**config.mk**
```make
export PLATFORM = sky130hd
export DESIGN_NAME = mtr_drv
export DESIGN_NICKNAME = d
export VERILOG_FILES = /design/src/rtl/mtr_drv_pkg.sv /design/src/rtl/pwm11.sv /design/src/rtl/mtr_drv.sv
export SDC_FILE = /design/constraint.sdc
export NUM_CORES = 1
export LEC_CHECK = 0
export ABC_CLOCK_PERIOD_IN_PS = 4050
export BUFFER_PORTS_ARGS = -buffer_cell sky130_fd_sc_hd__buf_2
export CAP_MARGIN = 20
export CELL_PAD_IN_SITES_DETAIL_PLACEMENT = 1
export CELL_PAD_IN_SITES_GLOBAL_PLACEMENT = 1
export CORE_ASPECT_RATIO = 1.75
export CORE_MARGIN = 2
export CORE_UTILIZATION = 40
export DETAILED_ROUTE_END_ITERATION = 16
export PLACE_DENSITY = 0.79
export REMOVE_ABC_BUFFERS = 1
export SYNTH_ARGS = -nofsm -noshare
export SYNTH_HDL_FRONTEND = slang
export SYNTH_SLANG_ARGS = --single-unit
```
**constraint.sdc**
```tcl
create_clock -name clk -period 4.05 [get_ports clk]
set_clock_uncertainty 0.2 [all_clocks]
set_input_delay 0.6075 -clock clk [delete_from_list [all_inputs] [get_ports clk]]
set_output_delay 0.6075 -clock clk [all_outputs]
set_load 0.005 [all_outputs]
```
**src/rtl/mtr_drv_pkg.sv**
```systemverilog
// Shared types and constants for the motor drive stage.
package mtr_drv_pkg;

  localparam int unsigned SPD_W   = 12;
  localparam int unsigned DUTY_W  = 11;
  localparam int unsigned CNT_W   = 11;
  localparam int unsigned BLANK_W = 8;
  localparam int unsigned OVR_W   = 8;

  typedef logic [DUTY_W-1:0] duty_t;

  localparam logic [CNT_W-1:0]   NONOVERLAP_DFLT  = 11'h040;
  localparam logic [BLANK_W-1:0] BLANK_LEN_DFLT   = 8'd128;
  localparam logic [OVR_W-1:0]   OVR_I_LIMIT_DFLT = 8'd15;

  localparam logic signed [SPD_W-1:0] SPD_MAX  = 12'sd1023;
  localparam logic signed [SPD_W-1:0] SPD_MIN  = -12'sd1024;
  localparam logic signed [SPD_W-1:0] DUTY_OFS = 12'sd1024;

  localparam duty_t DUTY_RST = 11'h400;

  // Clamp a signed speed to the 11-bit signed range and offset it to an unsigned duty.
  function automatic duty_t spd_to_duty(input logic signed [SPD_W-1:0] spd);
    logic signed [SPD_W-1:0] sat;
    if (spd > SPD_MAX) begin
      sat = SPD_MAX;
    end else if (spd < SPD_MIN) begin
      sat = SPD_MIN;
    end else begin
      sat = spd;
    end
    return DUTY_W'(sat + DUTY_OFS);
  endfunction

endpackage

```
**src/rtl/pwm11.sv**
```systemverilog
// One H-bridge half: complementary non-overlapping 11-bit PWM plus the
// over-current blanking window around both switching edges.
module pwm11
  import mtr_drv_pkg::*;
#(
  parameter logic [CNT_W-1:0]   NONOVERLAP = NONOVERLAP_DFLT,
  parameter logic [BLANK_W-1:0] BLANK_LEN  = BLANK_LEN_DFLT
) (
  input  logic             clk,
  input  logic             rst_n,
  input  duty_t            duty,
  input  logic [CNT_W-1:0] cnt,
  output logic             PWM1,
  output logic             PWM2,
  output logic             ovr_I_blank
);

  localparam int unsigned EXT_W = CNT_W + 1;
  localparam logic [CNT_W-1:0] CNT_MAX = '1;

  logic             pwm1_q, pwm1_d;
  logic             pwm2_q, pwm2_d;
  logic [EXT_W-1:0] cnt_x;
  logic [EXT_W-1:0] duty_x;
  logic [EXT_W-1:0] lead_x;
  logic [EXT_W-1:0] blk_a_lo;
  logic [EXT_W-1:0] blk_a_hi;
  logic [EXT_W-1:0] blk_b_hi;

  // Widen to 12 bits so duty+NONOVERLAP past 2047 simply never matches.
  assign cnt_x    = EXT_W'(cnt);
  assign duty_x   = EXT_W'(duty);
  assign lead_x   = duty_x + EXT_W'(NONOVERLAP);
  assign blk_a_lo = EXT_W'(NONOVERLAP);
  assign blk_a_hi = blk_a_lo + EXT_W'(BLANK_LEN);
  assign blk_b_hi = lead_x + EXT_W'(BLANK_LEN);

  // Next-state for both drive phases; clear takes priority over set.
  always_comb begin
    pwm2_d = pwm2_q;
    pwm1_d = pwm1_q;
    if (cnt == NONOVERLAP) begin
      pwm2_d = 1'b1;
    end
    if (cnt_x >= duty_x) begin
      pwm2_d = 1'b0;
    end
    if (cnt_x >= lead_x) begin
      pwm1_d = 1'b1;
    end
    if (cnt == CNT_MAX) begin
      pwm1_d = 1'b0;
    end
  end

  // Drive phase registers.
  always_ff @(posedge clk or negedge rst_n) begin
    if (!rst_n) begin
      pwm1_q <= 1'b0;
      pwm2_q <= 1'b0;
    end else begin
      pwm1_q <= pwm1_d;
      pwm2_q <= pwm2_d;
    end
  end

  assign PWM1 = pwm1_q;
  assign PWM2 = pwm2_q;

  // Comparator is ignored just after each turn-on edge while the bridge rings.
  assign ovr_I_blank = ((cnt_x > blk_a_lo) && (cnt_x < blk_a_hi)) ||
                       ((cnt_x > lead_x)   && (cnt_x < blk_b_hi));

endmodule

```
**src/rtl/mtr_drv.sv**
```systemverilog
// Motor drive stage: speed-to-duty saturation, shared PWM period counter,
// two PWM halves, over-current qualification and sticky shutdown.
module mtr_drv
  import mtr_drv_pkg::*;
#(
  parameter logic [CNT_W-1:0]   NONOVERLAP  = NONOVERLAP_DFLT,
  parameter logic [BLANK_W-1:0] BLANK_LEN   = BLANK_LEN_DFLT,
  parameter logic [OVR_W-1:0]   OVR_I_LIMIT = OVR_I_LIMIT_DFLT
) (
  input  logic             clk,
  input  logic             rst_n,
  input  logic [SPD_W-1:0] lft_spd,
  input  logic [SPD_W-1:0] rght_spd,
  input  logic             OVR_I_lft,
  input  logic             OVR_I_rght,
  output logic             PWM1_lft,
  output logic             PWM2_lft,
  output logic             PWM1_rght,
  output logic             PWM2_rght,
  output logic             OVR_I_shtdwn
);

  localparam logic [CNT_W-1:0] CNT_MAX = '1;
  localparam logic [OVR_W-1:0] OVR_MAX = '1;

  logic [CNT_W-1:0] cnt_q, cnt_d;
  duty_t            duty_lft_q, duty_lft_d;
  duty_t            duty_rght_q, duty_rght_d;
  logic             ovr_lft_meta_q, ovr_lft_sync_q;
  logic             ovr_rght_meta_q, ovr_rght_sync_q;
  logic             ovr_flag_q, ovr_flag_d;
  logic [OVR_W-1:0] ovr_cnt_q, ovr_cnt_d;
  logic             shtdwn_q, shtdwn_d;

  logic             pwm_synch_c;
  logic             ovr_evt_c;
  logic             pwm1_lft, pwm2_lft, blank_lft;
  logic             pwm1_rght, pwm2_rght, blank_rght;

  assign pwm_synch_c = (cnt_q == '0);

  // Over-current only counts while the high side conducts outside blanking.
  assign ovr_evt_c = (ovr_lft_sync_q  & ~blank_lft  & pwm1_lft) |
                     (ovr_rght_sync_q & ~blank_rght & pwm1_rght);

  // Period counter, duty reload at the period boundary, over-current tally.
  always_comb begin
    cnt_d       = cnt_q + CNT_W'(1);
    duty_lft_d  = duty_lft_q;
    duty_rght_d = duty_rght_q;
    ovr_flag_d  = ovr_flag_q | ovr_evt_c;
    ovr_cnt_d   = ovr_cnt_q;
    shtdwn_d    = shtdwn_q | (ovr_cnt_q >= OVR_I_LIMIT);

    if (pwm_synch_c) begin
      duty_lft_d  = spd_to_duty($signed(lft_spd));
      duty_rght_d = spd_to_duty($signed(rght_spd));
    end

    if (cnt_q == CNT_MAX) begin
      ovr_flag_d = 1'b0;
      if (ovr_flag_q | ovr_evt_c) begin
        if (ovr_cnt_q != OVR_MAX) begin
          ovr_cnt_d = ovr_cnt_q + OVR_W'(1);
        end
      end else begin
        ovr_cnt_d = '0;
      end
    end
  end

  // Main state registers.
  always_ff @(posedge clk or negedge rst_n) begin
    if (!rst_n) begin
      cnt_q       <= '0;
      duty_lft_q  <= DUTY_RST;
      duty_rght_q <= DUTY_RST;
      ovr_flag_q  <= 1'b0;
      ovr_cnt_q   <= '0;
      shtdwn_q    <= 1'b0;
    end else begin
      cnt_q       <= cnt_d;
      duty_lft_q  <= duty_lft_d;
      duty_rght_q <= duty_rght_d;
      ovr_flag_q  <= ovr_flag_d;
      ovr_cnt_q   <= ovr_cnt_d;
      shtdwn_q    <= shtdwn_d;
    end
  end

  // Two-flop synchronisers for the raw comparator inputs.
  always_ff @(posedge clk or negedge rst_n) begin
    if (!rst_n) begin
      ovr_lft_meta_q  <= 1'b0;
      ovr_lft_sync_q  <= 1'b0;
      ovr_rght_meta_q <= 1'b0;
      ovr_rght_sync_q <= 1'b0;
    end else begin
      ovr_lft_meta_q  <= OVR_I_lft;
      ovr_lft_sync_q  <= ovr_lft_meta_q;
      ovr_rght_meta_q <= OVR_I_rght;
      ovr_rght_sync_q <= ovr_rght_meta_q;
    end
  end

  pwm11 #(
    .NONOVERLAP (NONOVERLAP),
    .BLANK_LEN  (BLANK_LEN)
  ) u_pwm_lft (
    .clk         (clk),
    .rst_n       (rst_n),
    .duty        (duty_lft_q),
    .cnt         (cnt_q),
    .PWM1        (pwm1_lft),
    .PWM2        (pwm2_lft),
    .ovr_I_blank (blank_lft)
  );

  pwm11 #(
    .NONOVERLAP (NONOVERLAP),
    .BLANK_LEN  (BLANK_LEN)
  ) u_pwm_rght (
    .clk         (clk),
    .rst_n       (rst_n),
    .duty        (duty_rght_q),
    .cnt         (cnt_q),
    .PWM1        (pwm1_rght),
    .PWM2        (pwm2_rght),
    .ovr_I_blank (blank_rght)
  );

  // Shutdown gates the drive flops directly so the bridge is off the same cycle.
  assign PWM1_lft     = pwm1_lft  & ~shtdwn_q;
  assign PWM2_lft     = pwm2_lft  & ~shtdwn_q;
  assign PWM1_rght    = pwm1_rght & ~shtdwn_q;
  assign PWM2_rght    = pwm2_rght & ~shtdwn_q;
  assign OVR_I_shtdwn = shtdwn_q;

endmodule

```
==> results of run 1 <==
==> power breakdown <==
group,switching [uW],total (uW),internal (uW)
combinational,142,256,114
clock,203,514,311
sequential,27.2,566,538
total,372,1340,964
==> per-layer routing <==
layer  vias to the layer above  global-route usage [%]
li1                       1433                       -
met1                      1466                   21.39
met2                        36                   38.57
met3                        19                   3.110
met4                         0                   7.740
met5                         -                       0
==> worst register-to-register path, stage by stage (launching register included) <==
cell and delay [ps]:
dfrtp_1 440, ha_1 280, xor2_2 220, ha_1 240, inv_1 80, xnor2_1 200, ha_1 270, a211oi_1 220
a31oi_1 140, a2111oi_2 470, nand3_2 240, o211ai_1 190, o41ai_2 120
==> placed cells by master, fill, tap and decap left out, types with 2 or more instances in the layout <==
cell type,instances
a2111oi_0,2
a211oi_1,2
a21o_1,8
a21oi_1,12
a31oi_1,3
and2_1,3
and3_1,11
buf_2,32
buf_4,3
clkbuf_16,5
dfrtp_1,49
dfstp_2,2
ha_1,45
inv_1,31
maj3_1,10
mux2_2,10
nand2_1,31
nand2b_1,4
nand3_1,17
nand3b_1,2
nand4_1,8
nor2_1,17
nor2b_1,9
nor3_1,4
nor4_1,2
o211a_1,2
o211ai_1,5
o21a_1,2
o21ai_0,29
o21bai_1,2
o31ai_1,7
or3_1,2
or4_1,2
xnor2_1,13
xor2_1,6
xor2_2,2
==> cells by family after synthesis <==
family	count (synthesis)	synth area share (%)
buf+inv	37	3.899
compound gates	85	15.95
fa+ha+maj	55	18.45
mux	11	3.412
xor+xnor	21	5.536
flops	51	35.59
simple gates	119	17.17
==> path summary, 6_finish.rpt <==
path	startpoint	endpoint	slack, ps	cells past startpoint
min reg2reg	ovr_rght_meta_q	ovr_rght_sync_q	150	0
min	rst_n	ovr_cnt_q[7]	60	1
max in group asynchronous	rst_n	duty_lft_q[10]	2760	2
min in group clk	ovr_rght_meta_q	ovr_rght_sync_q	150	0
max	duty_rght_q[6]	ovr_cnt_q[7]	620	12
max reg2reg	duty_rght_q[6]	ovr_cnt_q[7]	620	12
==> area by class of cell <==
type                    count  area, sq um
fillers                  1027         4647
clock inverters             2        38.79
clock buffers               6        138.9
inverters                  32        120.1
well taps                 117        146.4
flip-flops and latches     51         1279
repair buffers             35        182.7
multi-input cells         291         2175
==> per-stage QoR <==
step | total power (uW) | hold slack [ps] | area, sq um | setup WS (ps) | std cells
finish | 1336 | 60.88 | 4080 | 619.9 | 534
detailed placement | 833.6 | 139.4 | 3902 | 637.8 | 526
global placement | 817.6 | 135.6 | 3902 | 754.5 | 526
global route | 1403 | 107.9 | 4080 | 350.4 | 534
floorplan | 742.1 | 111.9 | 3573 | 943.1 | 374
CTS | 1350 | 88.24 | 4080 | 563.6 | 534
==> state kept, by name (all words and copies together), names as in the netlist <==
register,cells
OVR_I_shtdwn,1
cnt_q,11
duty_lft_q,11
duty_rght_q,11
ovr_cnt_q,8
ovr_flag_q,1
ovr_lft_meta_q,1
ovr_lft_sync_q,1
ovr_rght_meta_q,1
ovr_rght_sync_q,1
u_pwm_lft.PWM1,1
u_pwm_lft.PWM2,1
u_pwm_rght.PWM1,1
u_pwm_rght.PWM2,1
==> flow_summary.ini, run 1 <==
[status]
status = completed

[critical_path]
slowest_delay_ps = 470
cp_max_fo = 7
worstPathRequired_ps = 4030
crit_top_cell = ha_1
cpMaxStageDelayCell = a2111oi_2
critPathKind = flop to flop
critPathArrivalTime_ps = 3410
worstSetupStartpointType = flop
path_cells = ha_1 -> xor2_2 -> ha_1 -> inv_1 -> xnor2_1 -> ha_1 -> a211oi_1 -> a31oi_1 -> a2111oi_2 -> nand3_2 -> o211ai_1 -> o41ai_2
critPathCaptureType = flop
worst-path-buf-inv = 1
critPathTopFamily = compound AO/OA/AOI/OAI gates

[timing]
max_freq_mhz = 291.5
hold_viol = 0
setup_viol = 0
fin_setup_tns_ps = 0
slew_headroom_pct = 63.17
slew_viol_final = 0
worst_slew_pin_slew_ps = 552.5
rsz0062_at_grt = false
min_period_ps = 3430
period_share_pct = 84.69

[finish]
nNetsFinal = 489
diodes = 0
utilization_pct = 46.75
area_delta_synth_final_pct = 13.54
drive_gt1_share_pct = 16.07

[floorplan]
start_util_pct = 41.18
die_area_sq_um = 9788
die_w_um = 75.65
rows = 45
fp.dieH_um = 129.4
ios = 33
core_area_sq_um = 8727

[synth]
yosysWarnings = 0
syn-cell-area_sq_um = 3593
yosys.area.top_type_share_pct = 34.12
post-synth-top-count-cell = dfrtp_1
synthesis.area_per_instance_sq_um = 9.481
synth_cells = 379
synth_commonest_cells = dfrtp_1 (49), ha_1 (45), inv_1 (31), nand2_1 (31), o21ai_0 (29)
synth_seq_cells = 51
yosysSeqAreaShare_pct = 35.58
async_flop_share_pct = 100.0
synth_top_area_cell = dfrtp_1
synth_enable_flop_cells = 0
synth_flop_cell = dfrtp_1
synth_area_leaders = dfrtp_1 (34%), ha_1 (16%), o21ai_0 (4.0%)
synth_cell_types = 56

[drt]
dr_wl_met2_um = 5070
drt-wirelength-per-cell_um = 16.71
wl_met3_um = 159
drt_iter0_markers = 103
wirelength_um = 8921
m1WireLength_um = 3461
highest_layer = met4
vias = 2954
drc = 0
final_antenna_net_count = 0
via_per_inst = 5.532
first_pass_iters = 4

[pwr]
peakVddDrop_mv = 0.2146
p_leak_uw = 0.002042
p_per_area_nw_per_um2 = 327.5

[placement]
routabilityCongestion = 0.8531
port_buffers = 32
dp_hpwl_um = 6959

[clock_network]
h-tree-depth = 2
clkTransAtPathRegs_ps = 80
clk_latency_ps = 300
cts.sinks = 51
postCtsResizedCells = 0
clockRootBuffer = clkbuf_16
ctsHoldBuffers = 0
cts_buffers = 5
clk_path_buf_depth = 2
post-cts-setup-buffer-count = 0
cts_tree = yes

[global_routing]
grt_max_degree = 35
grt_use_total_pct = 20.30
antenna_found_initial = 0
grt_pass1_vias = 3273
grt_overflow = 0
grt_pass1_wl_um = 15260

[flow_run]
max-cap-violations = 0

[min_path]
min_path_type = input pin to async pin
(Power assumes the default switching activity.)
==> run 2, diff against run 1 <==
--- a/config.mk
+++ b/config.mk
@@ -5,7 +5,8 @@
 export SDC_FILE = /design/constraint.sdc
 export NUM_CORES = 1
 export LEC_CHECK = 0
-export ABC_CLOCK_PERIOD_IN_PS = 4050
+export ABC_AREA = 1
+export ABC_CLOCK_PERIOD_IN_PS = 3350
 export BUFFER_PORTS_ARGS = -buffer_cell sky130_fd_sc_hd__buf_2
 export CAP_MARGIN = 20
 export CELL_PAD_IN_SITES_DETAIL_PLACEMENT = 1
@@ -14,7 +15,7 @@
 export CORE_MARGIN = 2
 export CORE_UTILIZATION = 40
 export DETAILED_ROUTE_END_ITERATION = 16
-export PLACE_DENSITY = 0.79
+export PLACE_DENSITY = 0.81
 export REMOVE_ABC_BUFFERS = 1
 export SYNTH_ARGS = -nofsm -noshare
 export SYNTH_HDL_FRONTEND = slang
==> constraint.sdc (replaced) <==
create_clock -name clk -period 3.35 [get_ports clk]
set_clock_uncertainty 0.2 [all_clocks]
set_input_delay 0.5025 -clock clk [delete_from_list [all_inputs] [get_ports clk]]
set_output_delay 0.5025 -clock clk [all_outputs]
set_load 0.005 [all_outputs]
==> run 2 against run 1 <==
Compared with the run above:
- total power up 23%
- highest routed layer unchanged
- clock-buffer cell count fell by 1
- first-iteration DRC count down 24%
- clock power increased by 29%
- flip-flop and latch count unchanged
- via count rose by 8.9%
- cell count up 17%
- maximum frequency rose by 13%
==> flow_summary.ini, run 2 <==
[placement]
routabilityCongestion = 0.8158
dp_hpwl_um = 7405
port_buffers = 32
dp_cells = 618

[synth]
synth_area_leaders = dfrtp_1 (34%), ha_1 (16%), nand2_1 (12%)
synth_flop_cell = dfrtp_1
syn-cell-area_sq_um = 3601
synth_mux_area_share_pct = 0
async_flop_share_pct = 100.0
synth_enable_flop_cells = 0
synth_cell_types = 29
synth_compound_area_share_pct = 11.08
synth_fa_ha_area_share_pct = 15.64
synthXorXnorAreaFrac_pct = 4.864
synth_simple_gate_area_share_pct = 23.73
post-synth-top-count-cell = nand2_1
synth_cells = 470
yosysWarnings = 0
synth_top_area_cell = dfrtp_1
yosysSeqAreaShare_pct = 35.51
synthesis.area_per_instance_sq_um = 7.662
synth_seq_cells = 51
synth_top_family_by_area = simple AND/OR/NAND/NOR gates
yosys.area.top_type_share_pct = 34.05
synth_commonest_cells = nand2_1 (113), inv_1 (83), dfrtp_1 (49), ha_1 (45), a21oi_1 (37)

[timing]
fin_setup_tns_ps = 0
hold_viol = 0
rsz0062_at_grt = false
slew_headroom_pct = 57.31
period_share_pct = 90.61
max_freq_mhz = 329.4
slew_viol_final = 0
holdWs_ps = 9.855
min_period_ps = 3036
setup_viol = 0
worst_slew_pin_slew_ps = 638.0

[critical_path]
critPathKind = flop to flop
cp_max_fo = 9
cpMaxStageDelayCell = dfrtp_1
slowest_delay_ps = 430
critPathCaptureType = flop
worst-path-buf-inv = 1
critPathArrivalTime_ps = 3020
worstSetupStartpointType = flop
path_cells = ha_1 -> xnor2_2 -> inv_1 -> ha_1 -> xor2_1 -> ha_1 -> a21oi_1 -> nand2_1 -> nand2_1 -> nand2_1 -> nand2_1 -> nand2_1 -> nand2_1 -> nand2_1 -> nand2_2 -> nand2_4 -> nand2_4 -> nand2_4 -> nand2_1 -> nand2_1
worstPathRequired_ps = 3330
crit_top_cell = nand2_1
critPathTopFamily = simple AND/OR/NAND/NOR gates

[clock_network]
clkTransAtPathRegs_ps = 70
clk_latency_ps = 300
cts_buffers = 5
cts.sinks = 51
post-cts-setup-buffer-count = 0
h-tree-depth = 2
cts_tree = yes
clockRootBuffer = clkbuf_16
clk_path_buf_depth = 2

[drt]
via_per_inst = 5.137
first_pass_iters = 4
wirelength_um = 9231
drt-wirelength-per-cell_um = 14.75
drc = 0
final_antenna_net_count = 0
drt_iter0_markers = 78
vias = 3216

[finish]
nNetsFinal = 581
layout_commonest_cell = nand2_1
drive_gt1_share_pct = 11.00
final_cell_mix = nand2_1 (113), inv_1 (83), dfrtp_1 (49), ha_1 (45), a21oi_1 (37)
fin_cells = 626
area_delta_synth_final_pct = 14.28
top_regs = cnt_q: 11 flops, duty_lft_q: 11 flops, duty_rght_q: 11 flops
fillers = 1116
diodes = 0
utilization_pct = 47.15

[global_routing]
grt_pass1_vias = 3603
grt_pass1_wl_um = 16060
antenna_found_initial = 0
grt_max_degree = 28
grt_overflow = 0
grt_use_total_pct = 21.36

[floorplan]
core_area_sq_um = 8727
ios = 33
start_util_pct = 41.26
rows = 45
fp.dieH_um = 129.5
die_w_um = 75.73
die_area_sq_um = 9808

[pwr]
power_uw = 1640
p_leak_uw = 0.002388
p_per_area_nw_per_um2 = 398.4
peakVddDrop_mv = 0.2649

[status]
status = completed

[min_path]
min_path_type = input pin to async pin

[flow_run]
max-cap-violations = 0
run 2: area by class of cell:
| cell class | count | area, sq um | area share [%] |
|---|---|---|---|
| Sequential cell | 51 | 1279 | 31.07 |
| Timing Repair Buffer | 35 | 182.7 | 4.439 |
| Clock buffer | 5 | 125.1 | 3.040 |
| Multi-Input combinational cell | 331 | 1999 | 48.59 |
| Tap cell | 117 | 146.4 | 3.557 |
| Clock inverter | 3 | 67.56 | 1.642 |
| Inverter | 84 | 315.3 | 7.662 |
run 2: cell families (layout without fill, tap and decap cells):
group,Yosys count,in the layout
AOI/OAI and AO/OA,74,74
and+or+nand+nor,192,192
xor gates and xnor gates,20,20
buffers and inverters,88,127
DFF,51,51
adders and majority gates,45,45
run 2: path summary, 6_finish.rpt:
kind                                  from               to  slack [ps]  cells past startpoint
setup reg to reg             duty_lft_q[6]     ovr_cnt_q[6]         310                     20
min in group clk                 OVR_I_lft   ovr_lft_meta_q         120                      1
setup / recovery             duty_lft_q[6]     ovr_cnt_q[6]         310                     20
hold reg to reg            ovr_rght_meta_q  ovr_rght_sync_q         150                      0
hold / removal                       rst_n    duty_lft_q[0]          10                      1
max in group asynchronous            rst_n  duty_rght_q[10]        2140                      2
run 2: worst reg2reg max path: cells and delay by family (launching register included):
kind | cells | cell delay [ps]
compound gates | 1 | 170
flops | 1 | 430
fa+ha+maj | 3 | 810
buf+inv | 1 | 90
xor+xnor | 2 | 340
simple gates | 13 | 900
run 2: report_power, final:
part	internal, uW	leakage (uW)	switching, uW
Sequential	651	0.000624	30.9
Clock	428	0.0000900	235
Combinational	116	0.00167	179
run 2: what timing repair did:
| item | 4_1_cts | 5_1_grt |
|---|---|---|
| resized for setup | 0 | 1 |
| hold buffers | 0 | 0 |
| setup endpoints to repair | 0 | 2 |
run 2: routing by layer:
| layer | track usage (%) | wire, um | up-vias |
|---|---|---|---|
| met5 | 0 | 0 | - |
| met2 | 41.94 | 5441 | 34 |
| met3 | 2.177 | 122 | 15 |
| li1 | - | - | 1603 |
| met1 | 21.83 | 3437 | 1564 |
| met4 | 8.256 | 229 | 0 |
run 2: per-stage QoR:
stage	worst slack [ps]	area [sq um]
2_1_floorplan	659.7	3586
4_1_cts	265.0	4108
5_1_grt	41.41	4115
6_report	314.5	4115
3_3_place_gp	498.6	3915
3_5_place_dp	305.5	3915
==> run 3, diff against run 2 <==
--- a/config.mk
+++ b/config.mk
@@ -5,7 +5,7 @@
 export SDC_FILE = /design/constraint.sdc
 export NUM_CORES = 1
 export LEC_CHECK = 0
-export ABC_AREA = 1
+export ABC_AREA = 0
 export ABC_CLOCK_PERIOD_IN_PS = 3350
 export BUFFER_PORTS_ARGS = -buffer_cell sky130_fd_sc_hd__buf_2
 export CAP_MARGIN = 20
@@ -15,7 +15,7 @@
 export CORE_MARGIN = 2
 export CORE_UTILIZATION = 40
 export DETAILED_ROUTE_END_ITERATION = 16
-export PLACE_DENSITY = 0.81
+export PLACE_DENSITY = 0.79
 export REMOVE_ABC_BUFFERS = 1
 export SYNTH_ARGS = -nofsm -noshare
 export SYNTH_HDL_FRONTEND = slang
==> run 3 against run 2 <==
Compared with the run above:
- the run now ends with hold timing left
- flip-flop and latch count is the same
- routed wire length down 1.0%
- hold slack got worse by 26 ps
- total power is 6.0% lower
- maximum frequency fell by 5.5%
- via count decreased by 8.2%
- clock-buffer cell count unchanged
- sequential share of layout area is 0.46 points lower
- non-clock buffer count grew 9
- clock power decreased by 21%
- global-route usage shrank 0.45 points
- critical path type unchanged
- critical path depth fell by 11
==> flow_summary.ini, run 3 (synthesized netlist as in run 1, its figures left out) <==
[status]
status = complete, but fails checks
violations = hold timing

[floorplan]
start_util_pct = 41.18
core_area_sq_um = 8727
die_w_um = 75.65
die_area_sq_um = 9788
ios = 33
fp.dieH_um = 129.4
rows = 45

[flow_run]
max-cap-violations = 0

[global_routing]
grt_max_degree = 24
grt_overflow = 0
grt_use_total_pct = 20.91
antenna_found_initial = 0
grt_pass1_wl_um = 15550
grt_pass1_vias = 3236

[clock_network]
h-tree-depth = 2
clockRootBuffer = clkbuf_16
clkTransAtPathRegs_ps = 70
clk_latency_ps = 290
ctsHoldBuffers = 0
cts_tree = yes
cts_buffers = 5
cts.sinks = 51
clk_path_buf_depth = 2

[timing]
setup_viol = 0
worst_slew_pin_slew_ps = 576.4
min_period_ps = 3214
period_share_pct = 95.94
rsz0062_at_grt = false
hold_viol = 21
slew_headroom_pct = 61.46
holdWs_ps = -16.50
slew_viol_final = 0
max_freq_mhz = 311.1
finalWorstSetupSlack_ps = 136.1

[min_path]
min_path_type = input pin to async pin

[pwr]
net-switching-power_uw = 453.7
p_leak_uw = 0.002085
pwr-share-comb_pct = 21.6
switching_share_pct = 29.43
peakVddDrop_mv = 0.1974
p_per_area_nw_per_um2 = 368.6
p_seq_share_pct = 44.4
power_uw = 1541
power_frac_clock_pct = 34.0
p_int_uw = 1088

[drt]
wirelength_um = 9138
drt-wirelength-per-cell_um = 16.83
final_antenna_net_count = 0
vias = 2952
drc = 0
drt_iter0_markers = 120
via_per_inst = 5.436
first_pass_iters = 4

[finish]
drive_gt1_share_pct = 19.48
diodes = 0
final_cell_mix = dfrtp_1 (48), ha_1 (43), buf_2 (32), inv_1 (31), nand2_1 (31)
area_delta_synth_final_pct = 16.36
nNetsFinal = 498
top_regs = cnt_q: 11 flops, duty_lft_q: 11 flops, duty_rght_q: 11 flops
layout_commonest_cell = dfrtp_1

[critical_path]
cp_max_fo = 8
worstPathRequired_ps = 3340
critPathArrivalTime_ps = 3200
worst-path-buf-inv = 0
path_cells = ha_4 -> ha_1 -> or3_4 -> or4_1 -> o211ai_1 -> a2111oi_4 -> nand2_2 -> a21oi_4 -> o41ai_2
critPathCaptureType = flop
slowest_delay_ps = 580
critPathTopFamily = simple AND/OR/NAND/NOR gates
critPathKind = flop to flop
worstSetupStartpointType = flop
cpMaxStageDelayCell = or4_1

[placement]
dp_hpwl_um = 7453
pre_cts_ws_ps = -96.33
port_buffers = 32
routabilityCongestion = 0.8474
==> run 3: changes by cell type in the layout (fill, tap and decap cells not counted), sizes merged, moves of 6 or more <==
cell   change
o31ai      +7
a21oi     -23
nand2     -86
inv       -51
xor2      -11
nor2b      +9
and3      +11
a21o       +6
xnor2     +12
buf        +9
maj3      +10
mux2      +10
nor2      -11
==> run 3: routing by layer <==
layer,routed length (um),track usage [%]
met1,3386,22.18
met2,5309,40.10
met3,166,1.866
met4,276,8.669
met5,0,0
==> run 3: repair_timing <==
action	4_1_cts	5_1_grt
gates resized for setup	1	8
setup endpoints to repair	9	8
pin swaps	0	2
setup buffers	1	0
==> run 3: area by class of cell <==
type / count / area, sq um
well taps: 117 / 146.4
repair buffers: 44 / 250.2
flip-flops and latches: 51 / 1280
fillers: 1036 / 4546
multi-input cells: 291 / 2237
inverters: 32 / 120.1
clock buffers: 5 / 125.1
clock inverters: 3 / 22.52
==> run 3: path summary, 6_finish.rpt <==
path / from / endpoint / slack [ps] / cells after the start
hold reg to reg: ovr_rght_meta_q / ovr_rght_sync_q / 160 / 0
min in group clk: OVR_I_rght / ovr_rght_meta_q / 110 / 1
hold / removal: rst_n / ovr_cnt_q[6] / -20 / 1
max in group asynchronous: rst_n / duty_lft_q[10] / 2280 / 2
setup / recovery: duty_lft_q[6] / ovr_cnt_q[7] / 140 / 9
setup reg to reg: duty_lft_q[6] / ovr_cnt_q[7] / 140 / 9
==> run 3: per-stage QoR <==
stage	TNS [ps]	util, %	area (sq um)	hold slack [ps]	cells
after floorplan	0	-	3573	6.909	374
after global placement	0	45.41	3963	131.8	534
after detailed placement	-506.0	45.41	3963	149.6	534
after CTS	0	47.33	4130	2.490	543
after global routing	0	47.91	4182	25.88	543
final	0	47.91	4182	-16.50	543
==> run 3: power by group through the flow <==
| stage | Sequential, uW | Combinational, uW | Clock, uW |
|---|---|---|---|
| 3_5_place_dp | 695 | 317 | 0 |
| 6_report | 685 | 332 | 524 |
| 3_3_place_gp | 693 | 300 | 0 |
| 5_1_grt | 691 | 376 | 573 |
| 4_1_cts | 683 | 330 | 545 |
| 2_1_floorplan | 684 | 213 | 0 |
